### src/rtl/tone_pkg.sv
// Shared types and constants for the tone_gen sequencer: FSM states and harmonic presets.
package tone_pkg;

  localparam int PRESET_A_BITS = 3;

  typedef enum logic [1:0] {
    IDLE     = 2'd0,
    FADE_OUT = 2'd1,
    SWAP     = 2'd2,
    FADE_IN  = 2'd3
  } tc_state_t;

  typedef struct packed {
    logic [PRESET_A_BITS-1:0] a16;
    logic [PRESET_A_BITS-1:0] a8;
    logic [PRESET_A_BITS-1:0] a5;
    logic [PRESET_A_BITS-1:0] a4;
  } preset_t;

  localparam preset_t PRESET_0 = '{a16: 3'd7, a8: 3'd0, a5: 3'd0, a4: 3'd0};
  localparam preset_t PRESET_1 = '{a16: 3'd7, a8: 3'd4, a5: 3'd2, a4: 3'd1};
  localparam preset_t PRESET_2 = '{a16: 3'd4, a8: 3'd7, a5: 3'd0, a4: 3'd3};
  localparam preset_t PRESET_3 = '{a16: 3'd0, a8: 3'd7, a5: 3'd5, a4: 3'd7};

  // Packed so PRESETS[i] selects preset i directly.
  localparam preset_t [3:0] PRESETS = {PRESET_3, PRESET_2, PRESET_1, PRESET_0};

endpackage

### src/rtl/tick_gen.sv
// Free-running divider: one-cycle tick every TICK_DIV clocks, first tick
// TICK_DIV cycles after reset release.
module tick_gen #(
  parameter int TICK_DIV = 1024
) (
  input  logic clk,
  input  logic reset,
  output logic tick
);

  localparam int CW = (TICK_DIV > 2) ? $clog2(TICK_DIV) : 1;
  localparam logic [CW-1:0] LAST = CW'(TICK_DIV - 1);

  logic [CW-1:0] cnt_reg;

  always_ff @(posedge clk) begin
    if (reset) begin
      cnt_reg <= '0;
    end else if (cnt_reg == LAST) begin
      cnt_reg <= '0;
    end else begin
      cnt_reg <= cnt_reg + CW'(1);
    end
  end

  assign tick = (cnt_reg == LAST);

endmodule

### src/rtl/tone_ctrl.sv
// Sequencer in front of tone_gen: portamento glide of freq toward the latest
// pitch measurement, and click-free preset swaps via a fade of the output gain.
module tone_ctrl
  import tone_pkg::*;
#(
  parameter int F_BITS    = 12,
  parameter int A_BITS    = 3,
  parameter int GAIN_BITS = 6,
  parameter int TICK_DIV  = 1024,
  parameter int GLIDE_SH  = 3
) (
  input  logic                 clk,
  input  logic                 reset,
  input  logic [F_BITS-1:0]    meas_freq,
  input  logic                 meas_valid,
  input  logic [1:0]           preset_sel,
  input  logic                 preset_req,
  output logic                 preset_ack,
  output logic                 busy,
  output logic [F_BITS-1:0]    freq,
  output logic [A_BITS-1:0]    a16,
  output logic [A_BITS-1:0]    a8,
  output logic [A_BITS-1:0]    a5,
  output logic [A_BITS-1:0]    a4,
  output logic [GAIN_BITS-1:0] gain
);

  localparam logic [GAIN_BITS-1:0] GMAX    = '1;
  localparam logic [GAIN_BITS-1:0] GMAX_M1 = GAIN_BITS'(GMAX - 1'b1);

  logic tick;

  tick_gen #(
    .TICK_DIV(TICK_DIV)
  ) u_tick_gen (
    .clk  (clk),
    .reset(reset),
    .tick (tick)
  );

  // ---------------- glide datapath ----------------
  logic [F_BITS-1:0]       freq_reg, freq_next;
  logic [F_BITS-1:0]       target_reg;
  logic signed [F_BITS:0]  diff;
  logic [F_BITS-1:0]       mag;
  logic [F_BITS-1:0]       shifted;
  logic [F_BITS-1:0]       glide_step;

  always_comb begin
    diff       = $signed({1'b0, target_reg}) - $signed({1'b0, freq_reg});
    // |diff| never exceeds 2**F_BITS-1, so the truncation is lossless.
    mag        = F_BITS'(diff[F_BITS] ? -diff : diff);
    shifted    = mag >> GLIDE_SH;
    glide_step = (shifted == '0) ? F_BITS'(1) : shifted;
    freq_next  = freq_reg;
    if (tick && (diff != '0)) begin
      if (diff[F_BITS]) begin
        freq_next = freq_reg - glide_step;
      end else begin
        freq_next = freq_reg + glide_step;
      end
    end
  end

  // The glide reads the pre-update target, so a coincident meas_valid only
  // influences the following tick.
  always_ff @(posedge clk) begin
    if (reset) begin
      freq_reg   <= '0;
      target_reg <= '0;
    end else begin
      freq_reg <= freq_next;
      if (meas_valid) begin
        target_reg <= meas_freq;
      end
    end
  end

  // ---------------- preset FSM ----------------
  tc_state_t            state_reg, state_next;
  logic [GAIN_BITS-1:0] gain_reg, gain_next;
  logic [1:0]           cur_sel_reg, cur_sel_next;
  logic [1:0]           req_sel_reg, req_sel_next;
  preset_t              amp_reg, amp_next;
  logic                 ack_reg, ack_next;
  logic                 busy_reg;
  logic                 from_swap_reg, from_swap_next;

  always_ff @(posedge clk) begin
    if (reset) begin
      state_reg     <= FADE_IN;
      gain_reg      <= '0;
      cur_sel_reg   <= 2'd0;
      req_sel_reg   <= 2'd0;
      amp_reg       <= PRESETS[0];
      ack_reg       <= 1'b0;
      busy_reg      <= 1'b1;
      from_swap_reg <= 1'b0;
    end else begin
      state_reg     <= state_next;
      gain_reg      <= gain_next;
      cur_sel_reg   <= cur_sel_next;
      req_sel_reg   <= req_sel_next;
      amp_reg       <= amp_next;
      ack_reg       <= ack_next;
      busy_reg      <= (state_next != IDLE);
      from_swap_reg <= from_swap_next;
    end
  end

  always_comb begin
    state_next     = state_reg;
    gain_next      = gain_reg;
    cur_sel_next   = cur_sel_reg;
    req_sel_next   = req_sel_reg;
    amp_next       = amp_reg;
    ack_next       = 1'b0;
    from_swap_next = from_swap_reg;
    case (state_reg)
      IDLE: begin
        if (preset_req) begin
          if (preset_sel == cur_sel_reg) begin
            ack_next = 1'b1;
          end else begin
            req_sel_next = preset_sel;
            state_next   = (gain_reg == '0) ? SWAP : FADE_OUT;
          end
        end
      end
      FADE_OUT: begin
        if (tick) begin
          if (gain_reg == '0) begin
            state_next = SWAP;
          end else begin
            gain_next = gain_reg - 1'b1;
          end
        end
      end
      SWAP: begin
        amp_next       = PRESETS[req_sel_reg];
        cur_sel_next   = req_sel_reg;
        from_swap_next = 1'b1;
        state_next     = FADE_IN;
      end
      FADE_IN: begin
        // Leave on the same edge that lands gain on GMAX; the soft start
        // after reset has from_swap clear and so never acks.
        if (gain_reg == GMAX) begin
          state_next     = IDLE;
          ack_next       = from_swap_reg;
          from_swap_next = 1'b0;
        end else if (tick) begin
          gain_next = gain_reg + 1'b1;
          if (gain_reg == GMAX_M1) begin
            state_next     = IDLE;
            ack_next       = from_swap_reg;
            from_swap_next = 1'b0;
          end
        end
      end
      default: begin
        state_next = IDLE;
      end
    endcase
  end

  assign freq       = freq_reg;
  assign gain       = gain_reg;
  assign preset_ack = ack_reg;
  assign busy       = busy_reg;
  assign a16        = A_BITS'(amp_reg.a16);
  assign a8         = A_BITS'(amp_reg.a8);
  assign a5         = A_BITS'(amp_reg.a5);
  assign a4         = A_BITS'(amp_reg.a4);

endmodule
### config.mk
export PLATFORM = sky130hd
export DESIGN_NAME = tone_ctrl
export DESIGN_NICKNAME = d
export VERILOG_FILES = /design/src/rtl/tone_pkg.sv /design/src/rtl/tick_gen.sv /design/src/rtl/tone_ctrl.sv
export SDC_FILE = /design/constraint.sdc
export NUM_CORES = 1
export LEC_CHECK = 0
export CAP_MARGIN = 5
export CORE_ASPECT_RATIO = 1.5
export CORE_MARGIN = 8
export CORE_UTILIZATION = 51
export DETAILED_ROUTE_END_ITERATION = 8
export HOLD_SLACK_MARGIN = 0.03
export PLACE_DENSITY = 0.77
export SLEW_MARGIN = 15
export SYNTH_ARGS = -nofsm -noshare
export SYNTH_HDL_FRONTEND = slang
export SYNTH_HIERARCHICAL = 1
export SYNTH_SLANG_ARGS = --single-unit
### constraint.sdc
create_clock -name clk -period 5.5 [get_ports clk]
set_input_delay 1.65 -clock clk [delete_from_list [all_inputs] [get_ports clk]]
set_output_delay 1.65 -clock clk [all_outputs]
set_load 0.01 [all_outputs]
==> results.md, run 1 <==
Outcome:
- The run finished with clean final reports.

Placement:
- Summed over all nets, the half-perimeter wirelength after detailed placement is 7900 microns.
- At the end of routability-driven placement, the weighted congestion stood at 0.956.
- The placed instance area is 4640 sq um.
- The count of buffers added on input and output ports is 49.

Setup path:
- STA classifies the critical path startpoint as a flip-flop.
- In this run the worst path has a maximum fanout of 4.
- The endpoint identified for the worst register-to-register timing path is freq[11]$_SDFFE_PP0P_.
- Data on the critical path is required at its endpoint by 5.72 ns.
- In this run the critical register-to-register path is launched from freq[1]$_SDFFE_PP0P_.
- The worst setup path is captured at a flip-flop.
- The depth of the worst register-to-register path is 25.
- The critical path in this run is classified as reg -> reg.
- Tracing the worst setup path back leads to its startpoint at freq[1]$_SDFFE_PP0P_.
- The setup slack of the most critical reg-to-reg path is 0.15 ns.
- In this run the worst setup path terminates at freq[11]$_SDFFE_PP0P_.
- STA puts the critical path data arrival time at 5.57 ns.

Pwr:
- The power consumption is 1.29 mW.
- The worst ir drop on vdd is 0.000195 V.
- The power per cell area is 264 nW/um^2.
- For this design the static power due to leakage is 1.97 nW.

Timing:
- The total count of hold-check failures in the final report was 0.
- The final clock skew is 0.00351 ns.
- The share of the cycle needed by the critical path after routing is 97.3%.
- Final hold analysis gives a worst-case slack of 0.476 ns.
- Static timing analysis puts the maximum clock frequency at 0.187 GHz.
- The worst path in the final design needs a cycle of 5.35 ns, including I/O delays and setup.
- The number of endpoints failing setup at the final stage is 0.
- The number of max-slew violations in the final report is 0.
- The transition at the pin with the smallest max-transition slack is 0.972 ns.
- The normalized max-slew margin is 35.2%.

Die:
- From bottom edge to top edge, the die measures 124 microns.
- The floorplan step defined a die boundary enclosing 10900 sq um.
- The number of primary I/O pins is 50.
- The die is 88.1 microns wide.
- For this configuration, the core starts out at a cell density of 52.3%.
- The placeable core area is 7610 sq um.
- The standard-cell row count is 39.

Route:
- In this run, the number of DRC markers left after iteration 0 of detailed routing was 273.
- The post-detailed-routing wire length is 10600 microns.
- For this run, design rule violations remaining after detail routing come to 0.
- The post-detailed-route wirelength per cell is 16.2 microns.
- In this run the remaining antenna-violating nets after routing total 0.
- The via count is 3785.
- The count of TritonRoute iterations in the first routing pass is 5.
- Using the TritonRoute via totals, the vias-per-cell ratio works out to 5.79.

Synthesis:
- The total of flip-flops plus latches after synthesis is 54.
- The cell area that synthesis handed to floorplanning was 3980 sq um.
- In the synthesized netlist the async set-or-reset flop fraction comes to 0%.
- The post-synthesis share of cell area spent on and, or, nand and nor gates is 23.2%.
- For this run, the leading register cell type out of synthesis is sky130_fd_sc_hd__dfxtp_1.
- Counting every instance in the synthesized netlist gives 499.
- After Yosys synthesis, full adders, half adders and majority gates account for 11.9% of the synthesized area.
- The mux share of post-synthesis cell area is 6.61%.
- By area the synthesized netlist is led by sky130_fd_sc_hd__dfxtp_1 (27%), sky130_fd_sc_hd__ha_1 (10%), sky130_fd_sc_hd__nor2_1 (7.1%), sky130_fd_sc_hd__mux2i_1 (6.0%), sky130_fd_sc_hd__a21oi_1 (5.0%).
- Among all cell types in the netlist, the one instantiated most often is sky130_fd_sc_hd__nor2_1.
- The commonest cells after synthesis are sky130_fd_sc_hd__nor2_1 (75), sky130_fd_sc_hd__dfxtp_1 (54), sky130_fd_sc_hd__a21oi_1 (40).
- Counting flops with a built-in enable in the synthesized netlist gives 0.
- The number of distinct standard cells referenced by the synthesized netlist is 60.
- After synthesis, the largest family of logic cells by area is simple AND/OR/NAND/NOR gates.
- During synthesis, Yosys emitted a total of 6 warnings.
- Summing the areas of all compound-gate instances in the mapped netlist gives 18.5% of the synthesized area.
- The share of the synthesized area in the top cell type is 27.2%.
- The post-synthesis xor/xnor area fraction is 6.83%.
- The post-synthesis net count is 553.
- The mean instance size in the synthesized netlist is 7.97 sq um.
- The biggest area consumer among synthesized cells is sky130_fd_sc_hd__dfxtp_1.
- The part of the Yosys area used for sequential elements is 27.2%.

Clock tree:
- The number of CTS-inserted buffers is 5.
- The count of H-tree levels built during CTS is 2.
- The TritonCTS clock tree is done.
- After clock tree synthesis, the clock-pin slew on the worst setup and hold paths is 0.07 ns.
- The clock reaches the later pin of the worst-skew pair after 0.30 ns.
- The clock tree buffer depth is 2.
- The clock sink total is 54.
- The quantity of hold-fixing buffers added after cts is 0.
- The root buffer cell is sky130_fd_sc_hd__clkbuf_16.

Global routing:
- The pin count of the biggest net entering global routing is 53.
- The number of antenna violations at the first check in global routing is 0.
- The number of global-route vias before repair is 3650.
- The first-pass GRT wire length is 17000 microns.
- The total congestion overflow after global routing is 0.
- Global routing consumed, over all layers together, 19.5% of the routing resources.

Final layout:
- The number of diodes added for antenna fixing is 0.
- Cells with a size suffix above 1 make up 12.0% of the layout.
- The net count of the finished layout is 606.
- From synthesis to final layout, the design area changed by 22.6%.
- The design area is 4880 sq um.

Worst hold path:
- The min-delay analysis places its worst path in the category reg -> reg.

Job:
- The max-cap check violation count is 0.
[final cells by class]
| type | count | area, sq um |
|---|---|---|
| clock buffer | 5 | 125 |
| clock inverter | 2 | 13.8 |
| fill | 697 | 2730 |
| inverter | 28 | 105 |
| multi-input combinational | 392 | 2770 |
| sequential | 54 | 1080 |
| tap | 102 | 128 |
| timing repair buffer | 71 | 651 |
[cell families (layout without fill, tap and decap cells)]
kind of cell | after synthesis | after routing
compound gates | 111 | 111
xor+xnor | 31 | 31
fa+ha+maj | 36 | 36
buf+inv | 53 | 106
flops | 54 | 54
mux | 26 | 26
simple gates | 188 | 188
[worst max-delay path, cell delays in order, from the launching register on]
cell	delay, ns
sky130_fd_sc_hd__dfxtp_2	0.38
sky130_fd_sc_hd__inv_1	0.06
sky130_fd_sc_hd__ha_1	0.28
sky130_fd_sc_hd__nor2b_1	0.15
sky130_fd_sc_hd__o31a_1	0.27
sky130_fd_sc_hd__buf_4	0.16
sky130_fd_sc_hd__o31ai_1	0.34
sky130_fd_sc_hd__o2bb2ai_1	0.19
sky130_fd_sc_hd__buf_4	0.16
sky130_fd_sc_hd__o31a_1	0.16
sky130_fd_sc_hd__mux2_2	0.35
sky130_fd_sc_hd__a211oi_2	0.24
sky130_fd_sc_hd__nand2b_4	0.17
sky130_fd_sc_hd__inv_1	0.04
sky130_fd_sc_hd__ha_1	0.28
sky130_fd_sc_hd__a21oi_2	0.20
sky130_fd_sc_hd__ha_1	0.25
sky130_fd_sc_hd__nor2b_1	0.12
sky130_fd_sc_hd__o21ai_1	0.20
sky130_fd_sc_hd__a21boi_1	0.13
sky130_fd_sc_hd__o211ai_1	0.27
sky130_fd_sc_hd__a21oi_2	0.11
sky130_fd_sc_hd__o31ai_2	0.20
sky130_fd_sc_hd__xnor2_1	0.11
sky130_fd_sc_hd__or3_1	0.31
sky130_fd_sc_hd__a21oi_1	0.14
[power breakdown]
part	internal, mW	leakage [nW]	switching (mW)
combinational	0.243	1.46	0.302
clock	0.168	0.0701	0.149
sequential	0.411	0.441	0.0167
[layout by cell type (no fill, tap or decap), types with 5 or more instances in the layout]
cell / instances
sky130_fd_sc_hd__nor2_1: 75
sky130_fd_sc_hd__dfxtp_1: 51
sky130_fd_sc_hd__clkdlybuf4s50_1: 48
sky130_fd_sc_hd__a21oi_1: 35
sky130_fd_sc_hd__ha_1: 30
sky130_fd_sc_hd__inv_1: 28
sky130_fd_sc_hd__mux2i_1: 24
sky130_fd_sc_hd__nand2_1: 22
sky130_fd_sc_hd__buf_4: 22
sky130_fd_sc_hd__nor3_1: 20
sky130_fd_sc_hd__xnor2_1: 16
sky130_fd_sc_hd__xor2_1: 15
sky130_fd_sc_hd__o21ai_0: 14
sky130_fd_sc_hd__nand2b_1: 11
sky130_fd_sc_hd__nand3_1: 10
sky130_fd_sc_hd__o21a_1: 7
sky130_fd_sc_hd__or3_1: 7
sky130_fd_sc_hd__a31oi_1: 6
sky130_fd_sc_hd__or4_1: 6
sky130_fd_sc_hd__and3_1: 5
sky130_fd_sc_hd__o211ai_1: 5
sky130_fd_sc_hd__nor2b_1: 5
sky130_fd_sc_hd__a21o_1: 5
sky130_fd_sc_hd__clkbuf_16: 5
[routing by layer]
| layer | wire length [microns] | track usage, % | vias up |
|---|---|---|---|
| met1 | 4000 | 19.9 | 1797 |
| li1 | - | - | 1857 |
| met3 | 386 | 2.71 | 23 |
| met5 | 0 | 0 | - |
| met2 | 5890 | 37.7 | 108 |
| met4 | 340 | 9.14 | 0 |
[how the worst min path moves through the flow]
stage                                        to                        startpoint  slack [ns]  depth (start not counted)
6_report       u_tick_gen/cnt_reg[0]$_SDFF_PP0_  u_tick_gen/cnt_reg[0]$_SDFF_PP0_        0.48                          1
5_1_grt                      a5[1]$_SDFFE_PP0P_                a5[1]$_SDFFE_PP0P_        0.51                          2
4_1_cts        u_tick_gen/cnt_reg[0]$_SDFF_PP0_  u_tick_gen/cnt_reg[0]$_SDFF_PP0_        0.48                          1
3_5_place_dp   u_tick_gen/cnt_reg[0]$_SDFF_PP0_  u_tick_gen/cnt_reg[0]$_SDFF_PP0_        0.46                          1
3_3_place_gp   u_tick_gen/cnt_reg[0]$_SDFF_PP0_  u_tick_gen/cnt_reg[0]$_SDFF_PP0_        0.45                          1
2_1_floorplan  u_tick_gen/cnt_reg[0]$_SDFF_PP0_  u_tick_gen/cnt_reg[0]$_SDFF_PP0_        0.44                          1
[metrics by stage]
| step | setup WS (ns) | utilization [%] | instances | setup TNS (ns) |
|---|---|---|---|---|
| finish | 0.150 | 64.1 | 654 | 0 |
| global placement | 0.0797 | 60.9 | 646 | 0 |
| detailed placement | -0.123 | 60.9 | 646 | -0.225 |
| CTS | 0.00972 | 63.0 | 653 | 0 |
| global route | -0.0876 | 64.1 | 654 | -0.0991 |
| floorplan | 0.0278 | - | 499 | 0 |
[timing repair]
| item | 4_1_cts | 5_1_grt |
|---|---|---|
| pin swaps | 0 | 8 |
| setup endpoints to repair | 4 | 4 |
| gates resized for setup | 6 | 18 |
| gates cloned | 0 | 0 |
| setup buffers | 0 | 1 |
Power figures use the tool's default switching activity.
==> run 2, diff against run 1 <==
--- a/config.mk
+++ b/config.mk
@@ -8,10 +8,9 @@
 export CAP_MARGIN = 5
 export CORE_ASPECT_RATIO = 1.5
 export CORE_MARGIN = 8
-export CORE_UTILIZATION = 51
+export CORE_UTILIZATION = 25
 export DETAILED_ROUTE_END_ITERATION = 8
 export HOLD_SLACK_MARGIN = 0.03
-export PLACE_DENSITY = 0.77
 export SLEW_MARGIN = 15
 export SYNTH_ARGS = -nofsm -noshare
 export SYNTH_HDL_FRONTEND = slang
==> run 2 against run 1 <==
Net effect: final area rose by 5.9%; count of clock-buffer cells in the layout did not move; cell count rose by 19%; fmax rose by 2.2%; power rose by 2.6%; largest cell class unchanged; worst hold slack got worse by 0.00084 ns; clock power rose by 5%; sequential cell count did not move; sequential power barely moved; wire length rose by 2.9%; global-route usage fell by 8.7 points; first-iteration DRC count fell by 58%.
==> results.md, run 2 (same netlist as run 1, synthesis figures left out) <==
Outcome:
- The flow ran to the end, and the final reports show no timing, DRC or antenna violations.

Setup path:
- STA classifies the critical path startpoint as a flip-flop.
- The classification of the worst setup path is reg -> reg.
- STA classifies the critical path endpoint as a flip-flop.
- The critical path's slowest cell is sky130_fd_sc_hd__or4b_4.
- By instance count, the cell type seen most on the critical path is sky130_fd_sc_hd__ha_1.
- Walking the worst path, the cells encountered are inv_1, ha_1, or3_4, or2_2, o311a_1, mux2i_1, or4b_4, a211o_1, a211oi_2, nand2b_4, inv_1, ha_1, a21oi_2, xnor2_1, ha_1, buf_4, o21ai_2, a21boi_1, o211ai_1, a21oi_2, o31ai_2, xnor2_1, or3_1, a21oi_1.
- The setup slack of the most critical reg-to-reg path is 0.26 ns (+0.11 ns).
- The required time of the worst setup path is 5.72 ns (about the same).
- The critical path's largest stage delay was 0.51 ns (+0.13 ns).
- The maximum fanout along the worst path is 4 (unchanged).
- The worst path arrival time is 5.46 ns (-0.11 ns).

Timing:
- The fmax is 0.191 GHz (+2.2%).
- The number of max-slew violations in the final report is 0 (unchanged).
- The time the worst path needs with I/O delays and setup is 5.24 ns (-0.114 ns).
- The number of endpoints failing setup at the final stage is 0 (unchanged).
- The transition at the pin with the smallest max-transition slack is 1.03 ns (+0.0538 ns).
- The final clock skew is 0.00668 ns (+0.00317 ns).
- The final critical-path setup slack is 0.264 ns (+0.114 ns).
- The normalized max-slew margin came to 31.6% (-3.6 points).
- The share of the cycle needed by the critical path after routing came to 95.2% (-2.1 points).
- The total count of hold-check failures in the final report is 0 (unchanged).

Pwr:
- The combinational cell fraction of total power was 42.4% (about the same).
- The net switching power figure is 473 uW (+0.99%).
- The worst ir drop on vdd is 0.000113 V (-42%).
- The leakage power summed over all cells came to 2.08 nW (+5.5%).
- The power per cell area is 256 nW/um^2 (-3.1%).
- The fraction of power spent switching nets is 35.7% (-0.59 points).
- The clock network fraction of total power is 25.2% (+0.6 points).
- The fraction of power consumed by sequential logic was 32.4% (-0.8 points).
- The internal portion of total power is 851 uW (+3.6%).
- The power consumption is 1.32 mW (+2.6%).

Clock tree:
- The tree is rooted in a sky130_fd_sc_hd__clkbuf_16.
- The quantity of hold-fixing buffers added after cts is 0 (unchanged).
- The clock sink total is 54 (unchanged).
- The clock latency on the worst-skew pair is 0.30 ns (about the same).
- The clock-pin slew on the worst setup and hold paths is 0.08 ns (about the same).
- The count of H-tree levels built during CTS is 2 (unchanged).
- The clock tree buffer depth is 2 (unchanged).
- TritonCTS built the clock tree.
- The number of CTS-inserted buffers is 5 (unchanged).

Final layout:
- The multi-input gate area in the final layout is 2750 sq um (-0.77%).
- The net count of the finished layout was 628 (+3.6%).
- The number of diodes added for antenna fixing was 0 (unchanged).
- The ratio of cells with drive above 1 in the final layout is 15.0% (+3.0 points).
- The sequential cell area came to 1080 sq um (unchanged).
- The library cells used most frequently in the layout, excluding fill and tap cells, are sky130_fd_sc_hd__nor2_1 (75), sky130_fd_sc_hd__dfxtp_1 (51), sky130_fd_sc_hd__clkdlybuf4s50_1 (48).
- The commonest non-fill, non-tap cell in the layout is sky130_fd_sc_hd__nor2_1.
- The area growth from synthesis to final layout is 29.9%.
- The number of fill cells is 1653 (+140%).

Die:
- The placeable core area is 15600 sq um (+110%).
- The standard-cell row count is 56 (+44%).
- The area of the die is 20300 sq um (+85%).
- The die height is 170 microns (+37%).
- The x dimension of the die is 119 microns (+35%).
- The effective utilization at floorplan is 25.5% (-27 points).
- The number of primary I/O pins came to 50 (unchanged).

Route:
- The number of vias per cell is 4.73 (-18%).
- The number of design-rule violations left by the first detailed-router iteration is 114 (-58%).
- The post-detailed-routing wire length is 10900 microns (+2.9%).
- The detailed-route DRC error count came to 0 (unchanged).
- The count of TritonRoute iterations in the first routing pass is 5 (unchanged).
- The count of antenna-violating nets left after detailed routing was 0 (unchanged).
- The post-detailed-route wirelength per cell is 14.0 microns (-14%).
- The via count came to 3683 (-2.7%).

Placement:
- The number of buffers inserted by port buffering is 49 (unchanged).
- The routability congestion estimate from global placement was 0.834 (-13%).
- The post-detailed-placement half-perimeter wirelength is 8590 microns (+8.7%).
- The pre-CTS worst setup slack came to -0.0483 ns (+0.0752 ns).

Global routing:
- The number of global-route vias before repair was 3622 (-0.77%).
- The first-pass GRT wire length is 18000 microns (+6.3%).
- The global-route usage over all layers is 10.8% (-8.7 points).
- The total congestion overflow after global routing is 0 (unchanged).
- The number of antenna violations at the first check in global routing is 0 (unchanged).
- The pin count of the biggest net entering global routing was 53 (unchanged).

Job:
- The max-cap check violation count is 0 (unchanged).

Worst hold path:
- In this run the worst hold path is classified as reg -> reg.
## run 2: path summary, 6_finish.rpt
check	from	to	depth (start not counted)
setup / recovery	freq[6]$_SDFFE_PP0P_	freq[11]$_SDFFE_PP0P_	24
hold / removal	u_tick_gen/cnt_reg[0]$_SDFF_PP0_	u_tick_gen/cnt_reg[0]$_SDFF_PP0_	1
setup reg to reg	freq[6]$_SDFFE_PP0P_	freq[11]$_SDFFE_PP0P_	24
hold reg to reg	u_tick_gen/cnt_reg[0]$_SDFF_PP0_	u_tick_gen/cnt_reg[0]$_SDFF_PP0_	1
## run 2: routing by layer
metal	global-route usage (%)	vias to the layer above	routed length, microns
li1	-	1907	-
met1	11.1	1710	4250
met2	21.3	46	6170
met3	1.63	20	210
met4	4.20	0	287
met5	0	-	0
## run 2: power groups by stage
| stage | sequential [mW] | combinational [mW] | clock (mW) |
|---|---|---|---|
| 6_report | 0.429 | 0.561 | 0.334 |
| 5_1_grt | 0.433 | 0.626 | 0.361 |
| 4_1_cts | 0.429 | 0.542 | 0.347 |
| 3_5_place_dp | 0.438 | 0.536 | 0 |
| 3_3_place_gp | 0.438 | 0.534 | 0 |
| 2_1_floorplan | 0.435 | 0.364 | 0 |
## run 2: cell type report
class                      instances  area share [%]
timing repair buffer              93            15.9
multi-input combinational        392            53.2
sequential                        54            21.0
tap                              203            4.92
clock inverter                     3           0.484
inverter                          28            2.03
clock buffer                       5            2.42
## run 2: timing repair
action / CTS / global route
pin swaps: 0 / 12
resized for setup: 2 / 19
setup endpoints to repair: 2 / 5
buffers inserted: 0 / 2
## run 2: through the flow
| step | area, sq um | setup TNS, ns | instances | hold slack (ns) | util [%] |
|---|---|---|---|---|---|
| 2_1_floorplan | 3980 | 0 | 499 | 0.437 | - |
| 3_5_place_dp | 4910 | -0.0483 | 767 | 0.464 | 31.5 |
| 6_report | 5170 | 0 | 778 | 0.475 | 33.1 |
| 4_1_cts | 5080 | 0 | 775 | 0.480 | 32.5 |
| 5_1_grt | 5170 | -0.00980 | 778 | 0.497 | 33.1 |
| 3_3_place_gp | 4910 | 0 | 767 | 0.458 | 31.5 |
## run 2: critical path: cells and delay by family (launching register included)
family,cells,cell delay [ns]
buffers and inverters,3,0.24
AND/OR/NAND/NOR,5,1.69
flip-flops,1,0.35
XOR/XNOR,2,0.21
adder cells (fa/ha/maj),3,0.72
multiplexers,1,0.18
AO/OA/AOI/OAI,10,1.77
